## src/rtl/lsu_ctrl_if.sv

```systemverilog
// lsu_ctrl_if: request/response handshake plus RAM data port of the load/store unit
interface lsu_ctrl_if #(
    parameter int ADDR_W = 64,
    parameter int DATA_W = 64
);
    logic              req_valid;
    logic              req_ready;
    logic              req_we;
    logic [1:0]        req_size;
    logic              req_unsigned;
    logic [ADDR_W-1:0] req_addr;
    logic [DATA_W-1:0] req_wdata;
    logic              resp_valid;
    logic [DATA_W-1:0] resp_rdata;
    logic              mem_read;
    logic              mem_write;
    logic [ADDR_W-1:0] data_addr;
    logic [DATA_W-1:0] write_data;
    logic [2:0]        load_type;
    logic [2:0]        store_type;
    logic [DATA_W-1:0] read_data;

    modport master (
        output req_valid, req_we, req_size, req_unsigned, req_addr, req_wdata, read_data,
        input  req_ready, resp_valid, resp_rdata, mem_read, mem_write, data_addr,
               write_data, load_type, store_type
    );

    modport slave (
        input  req_valid, req_we, req_size, req_unsigned, req_addr, req_wdata, read_data,
        output req_ready, resp_valid, resp_rdata, mem_read, mem_write, data_addr,
               write_data, load_type, store_type
    );
endinterface

```

## src/rtl/lsu_ctrl.sv

```systemverilog
// lsu_ctrl: load/store initiator; dword-crossing accesses become two aligned dword accesses
module lsu_ctrl #(
    parameter int ADDR_W = 64,
    parameter int DATA_W = 64
) (
    input logic       clk,
    input logic       rst,
    lsu_ctrl_if.slave bus
);
    typedef enum logic [2:0] {IDLE, ACC, RLO, RHI, WLO, WHI, RESP} state_t;

    state_t            state, nxt;
    logic              we, uns;
    logic [1:0]        size;
    logic [ADDR_W-1:0] addr, alo, ahi;
    logic [DATA_W-1:0] wdata, lo, hi, mlo, mhi, cat, ext;
    logic [5:0]        sh;
    logic [3:0]        nb;
    logic [2:0]        k, lt_acc;
    logic              split, split_in, accept;

    assign accept   = bus.req_valid & bus.req_ready;
    assign split_in = ({1'b0, bus.req_addr[2:0]} + (4'd1 << bus.req_size)) > 4'd8;
    assign nb       = 4'd1 << size;
    assign split    = ({1'b0, addr[2:0]} + nb) > 4'd8;
    assign sh       = {addr[2:0], 3'b000};
    // bytes spilling into the high dword: off + nbytes - 8, taken modulo 8
    assign k        = addr[2:0] + nb[2:0];
    assign alo      = {addr[ADDR_W-1:3], 3'b000};
    assign ahi      = alo + ADDR_W'(8);
    assign mlo      = {DATA_W{1'b1}} << sh;
    assign mhi      = ~({DATA_W{1'b1}} << {k, 3'b000});
    assign cat      = DATA_W'({hi, lo} >> sh);
    assign lt_acc   = size == 2'd3 ? 3'd4 : {uns, size} + 3'd1;
    assign ext      = size == 2'd0 ? {{(DATA_W-8){~uns & cat[7]}}, cat[7:0]} :
                      size == 2'd1 ? {{(DATA_W-16){~uns & cat[15]}}, cat[15:0]} :
                      size == 2'd2 ? {{(DATA_W-32){~uns & cat[31]}}, cat[31:0]} : cat;

    always_ff @(posedge clk) begin
        if (rst) begin
            state <= IDLE;
            we    <= 1'b0;
            uns   <= 1'b0;
            size  <= 2'd0;
            addr  <= '0;
            wdata <= '0;
            lo    <= '0;
            hi    <= '0;
        end else begin
            state <= nxt;
            if (accept) begin
                we    <= bus.req_we;
                uns   <= bus.req_unsigned;
                size  <= bus.req_size;
                addr  <= bus.req_addr;
                wdata <= bus.req_wdata;
            end
            if ((state == ACC && !we) || state == RLO) lo <= bus.read_data;
            if (state == RHI) hi <= bus.read_data;
        end
    end

    always_comb begin
        nxt            = state;
        bus.req_ready  = 1'b0;
        bus.resp_valid = 1'b0;
        bus.resp_rdata = '0;
        bus.mem_read   = 1'b0;
        bus.mem_write  = 1'b0;
        bus.data_addr  = '0;
        bus.write_data = '0;
        bus.load_type  = 3'd0;
        bus.store_type = 3'd0;
        case (state)
            IDLE: begin
                bus.req_ready = 1'b1;
                if (bus.req_valid) nxt = split_in ? RLO : ACC;
            end
            ACC: begin
                bus.data_addr  = addr;
                bus.mem_read   = !we;
                bus.mem_write  = we;
                bus.load_type  = we ? 3'd0 : lt_acc;
                bus.store_type = we ? {1'b0, size} + 3'd1 : 3'd0;
                bus.write_data = we ? wdata : '0;
                nxt            = RESP;
            end
            RLO: begin
                bus.data_addr = alo;
                bus.mem_read  = 1'b1;
                bus.load_type = 3'd4;
                nxt           = RHI;
            end
            RHI: begin
                bus.data_addr = ahi;
                bus.mem_read  = 1'b1;
                bus.load_type = 3'd4;
                nxt           = we ? WLO : RESP;
            end
            WLO: begin
                bus.data_addr  = alo;
                bus.mem_write  = 1'b1;
                bus.store_type = 3'd4;
                bus.write_data = (lo & ~mlo) | ((wdata << sh) & mlo);
                nxt            = WHI;
            end
            WHI: begin
                bus.data_addr  = ahi;
                bus.mem_write  = 1'b1;
                bus.store_type = 3'd4;
                bus.write_data = (hi & ~mhi) | ((wdata >> (7'd64 - 7'(sh))) & mhi);
                nxt            = RESP;
            end
            RESP: begin
                bus.resp_valid = 1'b1;
                bus.resp_rdata = we ? '0 : split ? ext : lo;
                nxt            = IDLE;
            end
            default: nxt = IDLE;
        endcase
    end
endmodule

```

## src/flat_wrapper.sv

```systemverilog
// flat-port wrapper written by rule: the top's interface ports become plain ports
module lsu_ctrl_flat 
#(
    parameter int ADDR_W = 64,
    parameter int DATA_W = 64
)
  (clk, rst, bus_req_valid, bus_req_we, bus_req_size, bus_req_unsigned, bus_req_addr, bus_req_wdata, bus_read_data, bus_req_ready, bus_resp_valid, bus_resp_rdata, bus_mem_read, bus_mem_write, bus_data_addr, bus_write_data, bus_load_type, bus_store_type);
  lsu_ctrl_if #(.ADDR_W(ADDR_W), .DATA_W(DATA_W)) bus_i ();
  input logic clk;
  input logic rst;
  input wire logic [$bits(bus_i.req_valid)-1:0] bus_req_valid;
  input wire logic [$bits(bus_i.req_we)-1:0] bus_req_we;
  input wire logic [$bits(bus_i.req_size)-1:0] bus_req_size;
  input wire logic [$bits(bus_i.req_unsigned)-1:0] bus_req_unsigned;
  input wire logic [$bits(bus_i.req_addr)-1:0] bus_req_addr;
  input wire logic [$bits(bus_i.req_wdata)-1:0] bus_req_wdata;
  input wire logic [$bits(bus_i.read_data)-1:0] bus_read_data;
  output wire logic [$bits(bus_i.req_ready)-1:0] bus_req_ready;
  output wire logic [$bits(bus_i.resp_valid)-1:0] bus_resp_valid;
  output wire logic [$bits(bus_i.resp_rdata)-1:0] bus_resp_rdata;
  output wire logic [$bits(bus_i.mem_read)-1:0] bus_mem_read;
  output wire logic [$bits(bus_i.mem_write)-1:0] bus_mem_write;
  output wire logic [$bits(bus_i.data_addr)-1:0] bus_data_addr;
  output wire logic [$bits(bus_i.write_data)-1:0] bus_write_data;
  output wire logic [$bits(bus_i.load_type)-1:0] bus_load_type;
  output wire logic [$bits(bus_i.store_type)-1:0] bus_store_type;
  assign bus_i.req_valid = bus_req_valid;
  assign bus_i.req_we = bus_req_we;
  assign bus_i.req_size = bus_req_size;
  assign bus_i.req_unsigned = bus_req_unsigned;
  assign bus_i.req_addr = bus_req_addr;
  assign bus_i.req_wdata = bus_req_wdata;
  assign bus_i.read_data = bus_read_data;
  assign bus_req_ready = bus_i.req_ready;
  assign bus_resp_valid = bus_i.resp_valid;
  assign bus_resp_rdata = bus_i.resp_rdata;
  assign bus_mem_read = bus_i.mem_read;
  assign bus_mem_write = bus_i.mem_write;
  assign bus_data_addr = bus_i.data_addr;
  assign bus_write_data = bus_i.write_data;
  assign bus_load_type = bus_i.load_type;
  assign bus_store_type = bus_i.store_type;
  lsu_ctrl #(.ADDR_W(ADDR_W), .DATA_W(DATA_W)) u_core (.clk(clk), .rst(rst), .bus(bus_i));
endmodule
```

## config.mk

```make
export PLATFORM = sky130hd
export DESIGN_NAME = lsu_ctrl_flat
export DESIGN_NICKNAME = d
export VERILOG_FILES = /design/src/rtl/lsu_ctrl_if.sv /design/src/rtl/lsu_ctrl.sv /design/src/flat_wrapper.sv
export SDC_FILE = /design/constraint.sdc
export NUM_CORES = 1
export LEC_CHECK = 0
export BUFFER_PORTS_ARGS = -buffer_cell sky130_fd_sc_hd__clkbuf_2
export CAP_MARGIN = 20
export CORE_UTILIZATION = 40
export CTS_CLUSTER_DIAMETER = 200
export CTS_CLUSTER_SIZE = 20
export DETAILED_ROUTE_END_ITERATION = 16
export GPL_TIMING_DRIVEN = 0
export SYNTH_ARGS = -nofsm -noshare
export SYNTH_HDL_FRONTEND = slang
export SYNTH_SLANG_ARGS = --single-unit
```

## constraint.sdc

```tcl
create_clock -name clk -period 6.5 [get_ports clk]
set_input_delay 1.3 -clock clk [delete_from_list [all_inputs] [get_ports clk]]
set_output_delay 1.3 -clock clk [all_outputs]
set_load 0.02 [all_outputs]
```

==> results.cfg <==
[cells_and_area]
utilization_pct = 47.3
final_cell_mix = nand2_1, clkbuf_2, a21oi_1
layout_commonest_cell = nand2_1
layout-drive-gt1-share_pct = 20.3
final_cells = 3893
syn2layout_area_growth_pct = 16.8
design_area_mm2 = 0.0248
finalNetCount = 3410

[die]
die-height_um = 233
die_w_um = 233
initial_core_util_pct = 40.5
rows = 84
ioPinCount = 401
dieArea_mm2 = 0.0541
core_mm2 = 0.0526

[global_routing]
grt_max_degree = 21
track_usage_pct = 50.9
antenna_found_initial = 14
overflow = 0
grt_pass1_vias = 25000
grt_pass1_wl_um = 193000

[pwr]
max-vdd-ir-drop_mv = 0.235
clockPowerShare_pct = 17.1
p_switching_mw = 3.18
swShare_pct = 50.0
p_leak_nw = 8.97
powerDensity_mw_per_mm2 = 256
intPower_mw = 3.18
combinationalPowerShare_pct = 46.0
seq_power_share_pct = 36.9

[placed_design]
gp_congestion = 1.09
place_area_mm2 = 0.0242
dpl.hpwl_um = 111000
dp_cells = 3860
io_buffers = 399

[drt]
drtIter0Drc = 4257
vias = 27700
postRouteWirelength_um = 142000
drt_first_pass_iters = 9
wl_per_cell_um = 36.5
drc = 0
drtAntennaViolNets = 0
vias_per_cell = 7.10

[yosys]
async_reset_ff_share_pct = 0
synthesis.area_mm2 = 0.0213
postSynthCellCount = 2763
yosysSeqAreaShare_pct = 24.8
synth_top_area_share_pct = 24.8
ys.flop_type = dfxtp_1
syn-mean-instance-area_um2 = 7.70
ys_types = 72
synth_nets = 2979
synth_top_cell_by_area = dfxtp_1
ys_ff_latch = 263
synthTopCellsByArea = dfxtp_1, mux4_2, nand2_1, a21oi_1, mux2i_1
synth_edf_count = 0
ys_warn_count = 0

[clocking]
cts_buffer_depth = 3
cts.htree.levels = 1
cts_tree = built
cts_buffers = 17
cts.sinks = 263
clock-root-buffer = clkbuf_16
post-cts-setup-buffer-count = 0
path_clk_slew_ns = 0.09
insertion_delay_ns = 0.56
hold_buffers = 0

[job]
drv_cap = 0

[worst_setup_path]
worstReg2RegEnd = u_core.hi[28]$_SDFFE_PP0P_
cp-start-kind = register
worstSetupPathType = register to primary output
worstPathRequired_ns = 5.20
worstPathArrival_ns = 5.32
end_kind = primary output
cp-startpoint = u_core.addr[0]$_SDFFE_PP0P_
reg2regPathDepth = 8
cp_max_fo = 10
r2r_start = u_core.state[0]$_SDFFE_PP0P_
rrSetupSlack_ns = 2.98

[timing]
slew_headroom_pct = 8.80
timing.fmax_mhz = 151
rsz0062_at_grt = true
holdWs_ns = 0.506
setup_viol = 3
fin_setup_tns_ns = -0.210
post-route-period-util_pct = 102
report.final.slew_viol_count = 0
fin_ws_ns = -0.118
period_minus_slack_ns = 6.62
fin_skew_ns = 0.0467
finalHoldViolCount = 0
timing_worst_slew_pin_value_ns = 1.36

[worst_hold_path]
hold_depth = 2
hp-class = register to register
min_to = u_core.addr[32]$_SDFFE_PP0P_
hp-start = u_core.addr[32]$_SDFFE_PP0P_

[outcome]
violations = negative setup slack
status = finished, violations left
[synth_stat cells, drive strengths merged (7+ instances only)]
cell / number
a211o: 11
mux2: 31
a21o: 10
o221ai: 29
dfxtp: 263
o211ai: 13
a221o: 11
a32oi: 8
a41oi: 10
mux2i: 145
o22ai: 15
nand2b: 9
and2: 23
clkbuf: 225
nand3: 73
nand4: 26
a211oi: 23
mux4: 123
nor3: 64
nor2b: 15
o2bb2ai: 40
inv: 20
nor2: 88
ha: 15
o211a: 8
nor4: 13
and3: 21
a221oi: 43
nand2: 676
a22oi: 48
and4: 9
a2111oi: 8
o31ai: 7
buf: 72
a31oi: 17
a21oi: 348
a311oi: 8
o21ai: 70
a22o: 35
a2bb2oi: 17
[how the worst max path moves through the flow]
stage	slack (ns)	cells past startpoint	endpoint
2_1_floorplan	1.14	13	bus_write_data[0]
3_3_place_gp	-1.28	14	bus_write_data[3]
3_5_place_dp	-1.31	14	bus_write_data[2]
4_1_cts	0.02	12	bus_write_data[0]
5_1_grt	-0.03	10	bus_write_data[32]
6_report	-0.12	14	bus_write_data[3]
[what timing repair did]
action | 4_1_cts | 5_1_grt
pin swaps | 0 | 0
setup endpoints to repair | 56 | 18
gates resized for setup | 16 | 12
[power groups by stage]
| stage | sequential (mW) | clock, mW | combinational [mW] |
|---|---|---|---|
| finish | 2.35 | 1.09 | 2.93 |
| detailed placement | 2.30 | 0 | 2.75 |
| global route | 2.30 | 1.14 | 3.01 |
| floorplan | 1.98 | 0 | 1.73 |
| CTS | 2.26 | 1.08 | 2.77 |
| global placement | 2.30 | 0 | 2.71 |
[logic make-up (layout without fill, tap and decap cells)]
| group | count (synthesis) | in the layout | share of synthesized area [%] |
|---|---|---|---|
| flops | 263 | 263 | 24.8 |
| simple gates | 1047 | 1047 | 21.3 |
| buf+inv | 317 | 747 | 5.79 |
| mux | 299 | 299 | 21.5 |
| compound gates | 810 | 810 | 25.1 |
| other cells | 0 | 12 | 0 |
| xor+xnor | 8 | 8 | 0.329 |
| fa+ha+maj | 19 | 19 | 1.17 |
[critical path, cell delays in order, from the launching register on]
cell       delay (ns)
dfxtp_1          0.39
buf_2            0.21
buf_4            0.20
buf_4            0.19
buf_4            0.31
inv_1            0.14
clkbuf_1         0.39
ha_4             0.45
inv_1            0.18
clkbuf_2         0.38
mux2i_1          0.56
mux2i_2          0.28
a2bb2oi_1        0.19
o21ai_0          0.58
clkbuf_2         0.29
[metal layers]
layer | GRT usage [%] | share of wire [%]
met5 | 0 | 0.048
met4 | 32.8 | 8.2
met3 | 20.2 | 15
met2 | 70.9 | 40
met1 | 64.7 | 37
[cell type report]
type	count	area [um^2]
Fill cell	5243	27700
Multi-Input combinational cell	2183	14800
Sequential cell	263	5270
Timing Repair Buffer	414	2170
Buffer	295	1170
Tap cell	688	861
Clock buffer	17	425
Inverter	20	75.1
Antenna cell	12	30.0
Clock inverter	1	20.0
[flip-flops by register name, summed over array words and instances (netlist names)]
| register | cells |
|---|---|
| u_core.addr | 64 |
| u_core.state | 3 |
| u_core.we | 1 |
| u_core.size | 2 |
| u_core.hi | 64 |
| u_core.wdata | 64 |
| u_core.uns | 1 |
| u_core.lo | 64 |
[stage by stage]
step	worst slack [ns]	power (mW)
final	-0.118	6.36
after detailed placement	-1.31	5.05
after global routing	-0.0337	6.45
after CTS	0.0167	6.11
after global placement	-1.28	5.01
after floorplan	1.14	3.71
No activity file was read; power rests on OpenSTA's default activity.
